## src/rtl/maquina_ctrl_n_pkg.sv

```systemverilog
// ============================================================================
// Module      : maquina_pkg
// Description : Shared state encoding and helpers for the FIFO-bank controller.
// Revision    : 1.0 - initial release
// ============================================================================
`default_nettype none

package maquina_pkg;

  localparam int STATE_W = 3;

  typedef enum logic [STATE_W-1:0] {
    RESET  = 3'd0,
    INIT   = 3'd1,
    IDLE   = 3'd2,
    ACTIVE = 3'd3,
    ERROR  = 3'd4
  } state_t;

  // Mask with the low n bits set, used for the "every FIFO empty" compare.
  function automatic logic [31:0] ones(input int n);
    if (n >= 32) begin
      return '1;
    end
    return (32'd1 << n) - 32'd1;
  endfunction

endpackage

`default_nettype wire

```

## src/rtl/maquina_ctrl_n_if.sv

```systemverilog
// ============================================================================
// Module      : maquina_ctrl_n_if
// Description : Config/FIFO-bank bundle of the controller. ERR_COUNT_EN adds
//               the err_count status field.
// Revision    : 1.0 - initial release
// ============================================================================
`default_nettype none

interface maquina_ctrl_n_if
  import maquina_pkg::*;
#(
  parameter int NUM_FIFOS = 5,
  parameter int UMBRAL_W  = 4
);

  logic [UMBRAL_W-1:0]  umbralMF;
  logic [UMBRAL_W-1:0]  umbralVC;
  logic [UMBRAL_W-1:0]  umbralD;
  logic [NUM_FIFOS-1:0] Fifo_empties;
  logic [NUM_FIFOS-1:0] Fifo_errors;

  logic                 init_out;
  logic                 idle_out;
  logic                 active_out;
  logic                 error_out;
  logic [UMBRAL_W-1:0]  umbralMF_out;
  logic [UMBRAL_W-1:0]  umbralVC_out;
  logic [UMBRAL_W-1:0]  umbralD_out;
  logic [NUM_FIFOS-1:0] err_src;
  logic [STATE_W-1:0]   state;
  logic [STATE_W-1:0]   next_state;
`ifdef ERR_COUNT_EN
  logic [7:0]           err_count;
`endif

  modport master (
    output umbralMF, umbralVC, umbralD, Fifo_empties, Fifo_errors,
    input  init_out, idle_out, active_out, error_out,
    input  umbralMF_out, umbralVC_out, umbralD_out, err_src,
`ifdef ERR_COUNT_EN
    input  err_count,
`endif
    input  state, next_state
  );

  modport slave (
    input  umbralMF, umbralVC, umbralD, Fifo_empties, Fifo_errors,
    output init_out, idle_out, active_out, error_out,
    output umbralMF_out, umbralVC_out, umbralD_out, err_src,
`ifdef ERR_COUNT_EN
    output err_count,
`endif
    output state, next_state
  );

endinterface

`default_nettype wire

```

## src/rtl/maquina_ctrl_n_err_hold_counter.sv

```systemverilog
// ============================================================================
// Module      : err_hold_counter
// Description : Counts consecutive clean cycles; done flags the last one needed
//               to leave ERROR.
// Revision    : 1.0 - initial release
// ============================================================================
`default_nettype none

module err_hold_counter #(
  parameter int ERR_HOLD = 4
) (
  input  logic clk,
  input  logic reset,
  input  logic clear,
  input  logic clean,
  output logic done
);

  localparam int             C_CW   = $clog2(ERR_HOLD + 1);
  localparam logic [C_CW-1:0] C_LAST = C_CW'(ERR_HOLD - 1);
  localparam logic [C_CW-1:0] C_MAX  = C_CW'(ERR_HOLD);

  logic [C_CW-1:0] r_cnt;

  always_ff @(posedge clk or posedge reset) begin
    if (reset) begin
      r_cnt <= '0;
    end else if (clear || !clean) begin
      r_cnt <= '0;
    end else if (r_cnt != C_MAX) begin
      r_cnt <= r_cnt + 1'b1;
    end
  end

  assign done = !clear && clean && (r_cnt == C_LAST);

endmodule

`default_nettype wire

```

## src/rtl/maquina_ctrl_n.sv

```systemverilog
// ============================================================================
// Module      : maquina_ctrl_n
// Description : FIFO-bank supervisor FSM (RESET/INIT/IDLE/ACTIVE/ERROR) with
//               threshold latching and error-source capture. ERR_COUNT_EN
//               adds a saturating count of ERROR entries.
// Revision    : 1.0 - initial release
// ============================================================================
`default_nettype none

module maquina_ctrl_n
  import maquina_pkg::*;
#(
  parameter int NUM_FIFOS = 5,
  parameter int UMBRAL_W  = 4,
  parameter int ERR_HOLD  = 4
) (
  input  logic            clk,
  input  logic            reset,
  maquina_ctrl_n_if.slave bus
);

  state_t               r_state;
  state_t               w_next;
  logic                 w_any_umbral;
  logic                 w_any_err;
  logic                 w_all_empty;
  logic                 w_enter_err;
  logic                 w_hold_done;
  logic                 r_init;
  logic [UMBRAL_W-1:0]  r_mf;
  logic [UMBRAL_W-1:0]  r_vc;
  logic [UMBRAL_W-1:0]  r_d;
  logic [NUM_FIFOS-1:0] r_err_src;

  assign w_any_umbral = |{bus.umbralMF, bus.umbralVC, bus.umbralD};
  assign w_any_err    = |bus.Fifo_errors;
  assign w_all_empty  = (32'(bus.Fifo_empties) == ones(NUM_FIFOS));
  assign w_enter_err  = (r_state != ERROR) && (w_next == ERROR);

  always_ff @(posedge clk or posedge reset) begin
    if (reset) begin
      r_state <= RESET;
    end else begin
      r_state <= w_next;
    end
  end

  always_comb begin
    w_next = RESET;
    case (r_state)
      RESET:  w_next = INIT;
      INIT:   w_next = w_any_umbral ? IDLE : INIT;
      IDLE:   begin
        if (w_any_err)         w_next = ERROR;
        else if (!w_all_empty) w_next = ACTIVE;
        else                   w_next = IDLE;
      end
      ACTIVE: begin
        if (w_any_err)         w_next = ERROR;
        else if (w_all_empty)  w_next = IDLE;
        else                   w_next = ACTIVE;
      end
      ERROR:  w_next = w_hold_done ? RESET : ERROR;
      default: w_next = RESET;
    endcase
  end

  // Entry overwrites err_src so it only reflects the current episode.
  always_ff @(posedge clk or posedge reset) begin
    if (reset) begin
      r_init    <= 1'b0;
      r_mf      <= '0;
      r_vc      <= '0;
      r_d       <= '0;
      r_err_src <= '0;
    end else begin
      r_init <= 1'b0;
      if (r_state == INIT && w_any_umbral) begin
        r_init <= 1'b1;
        r_mf   <= bus.umbralMF;
        r_vc   <= bus.umbralVC;
        r_d    <= bus.umbralD;
      end
      if (w_enter_err) begin
        r_err_src <= bus.Fifo_errors;
      end else if (r_state == ERROR) begin
        r_err_src <= r_err_src | bus.Fifo_errors;
      end
    end
  end

  err_hold_counter #(
    .ERR_HOLD (ERR_HOLD)
  ) u_hold (
    .clk   (clk),
    .reset (reset),
    .clear (r_state != ERROR),
    .clean (!w_any_err),
    .done  (w_hold_done)
  );

`ifdef ERR_COUNT_EN
  logic [7:0] r_err_count;

  always_ff @(posedge clk or posedge reset) begin
    if (reset) begin
      r_err_count <= 8'd0;
    end else if (w_enter_err && r_err_count != 8'hFF) begin
      r_err_count <= r_err_count + 8'd1;
    end
  end

  assign bus.err_count = r_err_count;
`endif

  assign bus.state        = r_state;
  assign bus.next_state   = w_next;
  assign bus.init_out     = r_init;
  assign bus.idle_out     = (r_state == IDLE);
  assign bus.active_out   = (r_state == ACTIVE);
  assign bus.error_out    = (r_state == ERROR);
  assign bus.umbralMF_out = r_mf;
  assign bus.umbralVC_out = r_vc;
  assign bus.umbralD_out  = r_d;
  assign bus.err_src      = r_err_src;

endmodule

`default_nettype wire

```

## src/flat_wrapper.sv

```systemverilog
// flat-port wrapper written by rule: the top's interface ports become plain ports
module maquina_ctrl_n_flat import maquina_pkg::*;
#(
  parameter int NUM_FIFOS = 5,
  parameter int UMBRAL_W  = 4,
  parameter int ERR_HOLD  = 4
)
  (clk, reset, bus_umbralMF, bus_umbralVC, bus_umbralD, bus_Fifo_empties, bus_Fifo_errors, bus_init_out, bus_idle_out, bus_active_out, bus_error_out, bus_umbralMF_out, bus_umbralVC_out, bus_umbralD_out, bus_err_src, bus_state, bus_next_state);
  maquina_ctrl_n_if #(.NUM_FIFOS(NUM_FIFOS), .UMBRAL_W(UMBRAL_W)) bus_i ();
  input  logic clk;
  input  logic reset;
  input wire logic [$bits(bus_i.umbralMF)-1:0] bus_umbralMF;
  input wire logic [$bits(bus_i.umbralVC)-1:0] bus_umbralVC;
  input wire logic [$bits(bus_i.umbralD)-1:0] bus_umbralD;
  input wire logic [$bits(bus_i.Fifo_empties)-1:0] bus_Fifo_empties;
  input wire logic [$bits(bus_i.Fifo_errors)-1:0] bus_Fifo_errors;
  output wire logic [$bits(bus_i.init_out)-1:0] bus_init_out;
  output wire logic [$bits(bus_i.idle_out)-1:0] bus_idle_out;
  output wire logic [$bits(bus_i.active_out)-1:0] bus_active_out;
  output wire logic [$bits(bus_i.error_out)-1:0] bus_error_out;
  output wire logic [$bits(bus_i.umbralMF_out)-1:0] bus_umbralMF_out;
  output wire logic [$bits(bus_i.umbralVC_out)-1:0] bus_umbralVC_out;
  output wire logic [$bits(bus_i.umbralD_out)-1:0] bus_umbralD_out;
  output wire logic [$bits(bus_i.err_src)-1:0] bus_err_src;
  output wire logic [$bits(bus_i.state)-1:0] bus_state;
  output wire logic [$bits(bus_i.next_state)-1:0] bus_next_state;
  assign bus_i.umbralMF = bus_umbralMF;
  assign bus_i.umbralVC = bus_umbralVC;
  assign bus_i.umbralD = bus_umbralD;
  assign bus_i.Fifo_empties = bus_Fifo_empties;
  assign bus_i.Fifo_errors = bus_Fifo_errors;
  assign bus_init_out = bus_i.init_out;
  assign bus_idle_out = bus_i.idle_out;
  assign bus_active_out = bus_i.active_out;
  assign bus_error_out = bus_i.error_out;
  assign bus_umbralMF_out = bus_i.umbralMF_out;
  assign bus_umbralVC_out = bus_i.umbralVC_out;
  assign bus_umbralD_out = bus_i.umbralD_out;
  assign bus_err_src = bus_i.err_src;
  assign bus_state = bus_i.state;
  assign bus_next_state = bus_i.next_state;
  maquina_ctrl_n #(.NUM_FIFOS(NUM_FIFOS), .UMBRAL_W(UMBRAL_W), .ERR_HOLD(ERR_HOLD)) u_core (.clk(clk), .reset(reset), .bus(bus_i));
endmodule
```

## config.mk

```make
export PLATFORM = sky130hd
export DESIGN_NAME = maquina_ctrl_n_flat
export DESIGN_NICKNAME = d
export VERILOG_FILES = /design/src/rtl/maquina_ctrl_n_pkg.sv /design/src/rtl/maquina_ctrl_n_if.sv /design/src/rtl/maquina_ctrl_n_err_hold_counter.sv /design/src/rtl/maquina_ctrl_n.sv /design/src/flat_wrapper.sv
export SDC_FILE = /design/constraint.sdc
export NUM_CORES = 1
export LEC_CHECK = 0
export ABC_AREA = 1
export CAP_MARGIN = 20
export CORE_MARGIN = 2
export CORE_UTILIZATION = 30
export CTS_CLUSTER_DIAMETER = 30
export DETAILED_ROUTE_END_ITERATION = 8
export GPL_ROUTABILITY_DRIVEN = 0
export PLACE_DENSITY = 0.59
export REMOVE_ABC_BUFFERS = 1
export SETUP_SLACK_MARGIN = 0.4
export SLEW_MARGIN = 10
export SYNTH_ARGS = -nofsm -noshare
export SYNTH_HDL_FRONTEND = slang
export SYNTH_SLANG_ARGS = --single-unit
export TNS_END_PERCENT = 100
```

## constraint.sdc

```tcl
create_clock -name clk -period 1.6 [get_ports clk]
set_input_delay 0.4 -clock clk [delete_from_list [all_inputs] [get_ports clk]]
set_output_delay 0.4 -clock clk [all_outputs]
set_load 0.005 [all_outputs]
```

# Yosys cells after proc, flatten, opt, wreduce, memory -nomap -nowiden
# Cells that the tools add are included.
[word_totals]
regBits = 24
out_inout_bits = 27
word_cells = 41
[op_classes]
bitwise_logic = 1
eq_ne = 9
reduce_logical = 13
addsub = 1
muxes = 10
[ops]
columns = ["operator", "n"]
rows = [
  ["two-way mux 3 bit", 4],
  ["case mux 3 bit (4 select lines)", 1],
  ["OR reduction 12 bit", 1],
  ["two-way mux 5 bit", 2],
  ["equality test 3 x 2 -> 1 bit, second input constant", 3],
  ["equality test 3 bit, second input constant", 2],
  ["!= test 3 bit, second input constant", 2],
  ["equality test 5 bit, second input constant", 1],
  ["OR 5 bit", 1],
  ["OR reduction 5 bit", 1],
  ["logical AND 1 bit", 4],
  ["nonzero test 2 bit", 2],
  ["adder 3 x 1 -> 3 bit, second input constant", 1],
  ["equality test 3 x 1 -> 1 bit, second input constant", 1],
  ["zero test 3 bit", 1],
  ["zero test 1 bit", 2],
  ["two-way mux 1 bit", 2],
  ["two-way mux 2 bit", 1],
  ["OR reduction 2 bit", 1],
  ["logical OR 1 bit", 1],
]

# Depth between registers and ports, before layout
[logic_depth]
ltp_word = 9
mapped_depth = 9
mapped_depth_nobuf = 9

# Hierarchy
# A second synthesis with hierarchy kept.
[unflattened]
hier_cells = 142
area_unflattened_um2 = 1159.9
[by_module_without_submodules]
columns = ["mod", "n_inst", "cells_each", "area_per_inst_um2"]
rows = [
  ["maquina_ctrl_n", 1, 118, 959.7],
  ["err_hold_counter", 1, 24, 200.2],
]

# Worst setup path after synthesis
# Ideal clock, no wire load.
[synth_path]
kind = "register to output"
startpoint = "reg u_core.u_hold.r_cnt[0]"
endpoint = "out bus_next_state[2]"
arrival_time_ns = 1.106
setup_slack_ns = 0.094
path_stages_with_launch = 7
path_buffers = 0
cell_sequence = "dfrtp_1 ha_1 ha_1 or2_0 nand2_1 nand2_1 inv_1"
[synth_between]
elab_chain_len = 4
[synth_lines]
columns = ["item", "line_no", "rtl"]
rows = [
  ["from (decl)", "maquina_ctrl_n_err_hold_counter.sv:23", "logic [C_CW-1:0] r_cnt;"],
  ["from (signal assigned)", "maquina_ctrl_n_err_hold_counter.sv:31", "r_cnt <= r_cnt + 1'b1;"],
  ["equality test 3 x 2 -> 1 bit", "maquina_ctrl_n_err_hold_counter.sv:35", "assign done = !clear && clean && (r_cnt == C_LAST);"],
  ["logical AND 1 bit", "maquina_ctrl_n_err_hold_counter.sv:35", ""],
  ["two-way mux 3 bit", "maquina_ctrl_n.sv:63", "ERROR: w_next = w_hold_done ? RESET : ERROR;"],
  ["case mux 3 bit (4 select lines)", "maquina_ctrl_n.sv:50", "case (r_state)"],
  ["to (decl)", "flat_wrapper.sv:26", "output wire logic [$bits(bus_i.next_state)-1:0] bus_next_state;"],
]
# No other way between the ends.

# Worst setup path after layout
# Ends and elaborated chain as after synthesis.

==> metrics.md <==
| Metric | Value |
|---|---|
| CTS tree | `done` |
| Die Y-Extent | `64.5 um` |
| Initial antenna violation count | `0` |
| Post-synth top area share | `54.6%` |
| H-tree depth | `1` |
| Final std cells w/o fill | `283` |
| # IOs | `51` |
| CP Capture Type | `output port` |
| HPWL after DPL | `2.19 mm` |
| Pwr per Cell Area | `1480 mW/mm2` |
| Max_cap viols | `0` |
| Status | `complete, but fails checks` |
| Hold crit path type | `in2reg` |
| Vias per inst | `4.46` |
| Fin Clk Skew | `0.00877 ns` |
| Grt total ovfl | `0` |
| Synth Area in Adders | `3.41%` |
| Commonest cells in the netlist | `nand2_1 (62), dfrtp_1 (24), inv_1 (14), nor2_1 (11), nand3_1 (5)` |
| WL per Instance | `13.1 um` |
| Synth Warn # | `0` |
| Post-route clock period utilization | `126%` |
| Final worst slack | `-0.415 ns` |
| GR Util All Layers | `16.2%` |
| Number of global-route vias before repair | `1,181` |
| Share of cells above drive strength 1 | `59.1%` |
| Final ANT Viol Nets | `0` |
| Antenna Cells | `0` |
| First-pass GRT wire length | `5.22 mm` |
| Post-synth EDFFs | `0` |
| Top-count cell post-synth | `nand2_1` |
| DP Worst Slack | `-0.807 ns` |
| Main combinational cell family by area after synthesis | `simple AND/OR/NAND/NOR gates` |
| Crit-path max FO | `2` |
| Clk buf depth | `2` |
| # hold bufs at CTS | `0` |
| Synth Register Bits | `24` |
| Final setup violation count | `13` |
| Netlist Area Pre-Place | `0.00110 mm2` |
| Final hold vios | `0` |
| Synth top area cells | `dfrtp_1 (55%), nand2_1 (21%), inv_1 (4.8%)` |
| TritonCTS Buffers | `3` |
| Via count | `1,261` |
| Clock sink count | `24` |
| Mean Syn Cell Area | `8.09 um2` |
| Standard-cell row count | `21` |
| Clock root buffer | `clkbuf_4` |
| Asr flop ratio synth | `100%` |
| Post-Synth Simple-Gate Area | `30.4%` |
| RSZ-0062 raised after global routing | `true` |
| VDD IR-drop max | `0.000674 V` |
| LEAKAGE | `1.19 nW` |
| Layout Utilization | `66.2%` |
| Final nets | `266` |
| Synth Area in Compound Gates | `3.64%` |
| Tot Pwr | `3.34 mW` |
| Drc violations | `0` |
| Placed cell count | `245` |
| Max Slew Vio Count | `0` |
| CP Class | `reg2out` |
| Post-Syn Instances | `136` |
| Failing checks | `setup timing` |
| Fillers | `290` |
| DRT Pass-1 Iters | `4` |
| Slew @ Worst Pin | `0.303 ns` |
| Reg clk slew, reported paths | `0.13 ns` |
| Distinct cells, synth | `17` |
| Seq/Total Area, Yosys | `54.6%` |
| Worst hold slack | `0.381 ns` |
| Synth Area in XOR/XNOR | `0.796%` |
| Initial Util | `32.2%` |
| Multi-input logic area | `632 um2` |
| Initial DRC count | `33` |
| Fmax | `496 MHz` |
| CP startpoint kind | `flip-flop` |
| Tmin final | `2.02 ns` |
| Slew headroom | `79.8%` |
| Later-pin clock latency in the skew report | `0.32 ns` |
| Detailed Route WL | `3.70 mm` |
| Mux cell area share after synthesis | `0%` |
| FF/Latch Area | `604 um2` |
| Most used DFF post-synth | `dfrtp_1` |
| Largest net degree at the start of global routing | `25` |
| Port Buffer Count | `50` |
| Critical Path RT | `1.20 ns` |
| Die W | `64.5 um` |
| Die area | `0.00417 mm2` |
| Crit path DAT | `1.62 ns` |
| Core box area | `0.00342 mm2` |
| Layout area overhead | `106%` |
| Cell taking the most area after synthesis | `dfrtp_1` |
==> report_power, final <==
group          leakage, nW  switching [mW]  internal [mW]
clock               0.0138           0.181         0.0883
combinational        0.895           0.874           1.23
sequential           0.281           0.155          0.815
==> flip-flops by register name, indices dropped and copies added, names as in the netlist <==
signal,cells
u_core.u_hold.r_cnt,3
u_core.bus.err_src,5
u_core.bus.umbralMF_out,4
u_core.bus.state,3
u_core.bus.umbralVC_out,4
u_core.bus.init_out,1
u_core.bus.umbralD_out,4
==> timing repair <==
item                       in CTS  in global routing
pin swaps                      32                 26
setup endpoints to repair      50                 50
cloned                          1                  2
gates resized for setup       187                 48
buffers inserted               16                 16
==> cell type report <==
type	count	area share (%)
timing repair inverter	1	0.498
tap	46	2.55
sequential	24	26.7
timing repair buffer	99	37.9
multi-input combinational	94	27.9
clock buffer	3	0.996
inverter	16	3.43
==> critical path: stages, from the launching register on <==
cell and delay [ns]:
dfrtp_1 0.41, ha_2 0.18, ha_2 0.16, or2_0 0.21
nand2_1 0.10, nand2_2 0.07, inv_2 0.08, buf_6 0.09
==> per-stage QoR <==
step / setup TNS, ns / instance area, um2
2_1_floorplan: 0 / 1080
5_1_grt: -3.32 / 2260
4_1_cts: -1.22 / 1960
3_3_place_gp: -5.75 / 1750
3_5_place_dp: -6.18 / 1750
6_report: -2.41 / 2260
==> layer usage <==
metal  wire length, um  vias up  GRT usage (%)
li1                  -      614              -
met5                 0        -              0
met2              1880       37           27.2
met1              1590      599           19.5
met4               101        0           9.31
met3               128       11           2.95
==> cell families after synthesis <==
group | Yosys count
compound gates | 7
xor+xnor | 1
fa+ha+maj | 3
buf+inv | 18
flops | 24
simple gates | 83
==> cell usage in the layout (no fill, tap or decap), drive strengths merged, types with 2 or more instances in the layout <==
| master | n |
|---|---|
| clkdlybuf4s50 | 3 |
| dlygate4sd2 | 19 |
| nand2 | 64 |
| o21ai | 3 |
| nor2 | 12 |
| nand3 | 5 |
| ha | 3 |
| buf | 74 |
| clkbuf | 5 |
| a21oi | 2 |
| dfrtp | 24 |
| inv | 16 |
| o211ai | 2 |
==> path summary, 6_finish.rpt <==
path | endpoint | slack (ns) | cells past startpoint | startpoint
setup reg to reg | u_core.bus.err_src[3] | -0.17 | 11 | u_core.u_hold.r_cnt[0]
hold reg to reg | u_core.bus.err_src[1] | 0.49 | 2 | u_core.bus.err_src[1]
max in group asynchronous | u_core.bus.state[0] | 0.94 | 3 | reset
min in group asynchronous | u_core.bus.umbralMF_out[3] | 0.40 | 3 | reset
hold / removal | u_core.bus.umbralVC_out[3] | 0.38 | 3 | bus_umbralVC[3]
setup / recovery | bus_next_state[2] | -0.42 | 7 | u_core.u_hold.r_cnt[0]
Note: power is estimated with default switching activity, not from simulation.
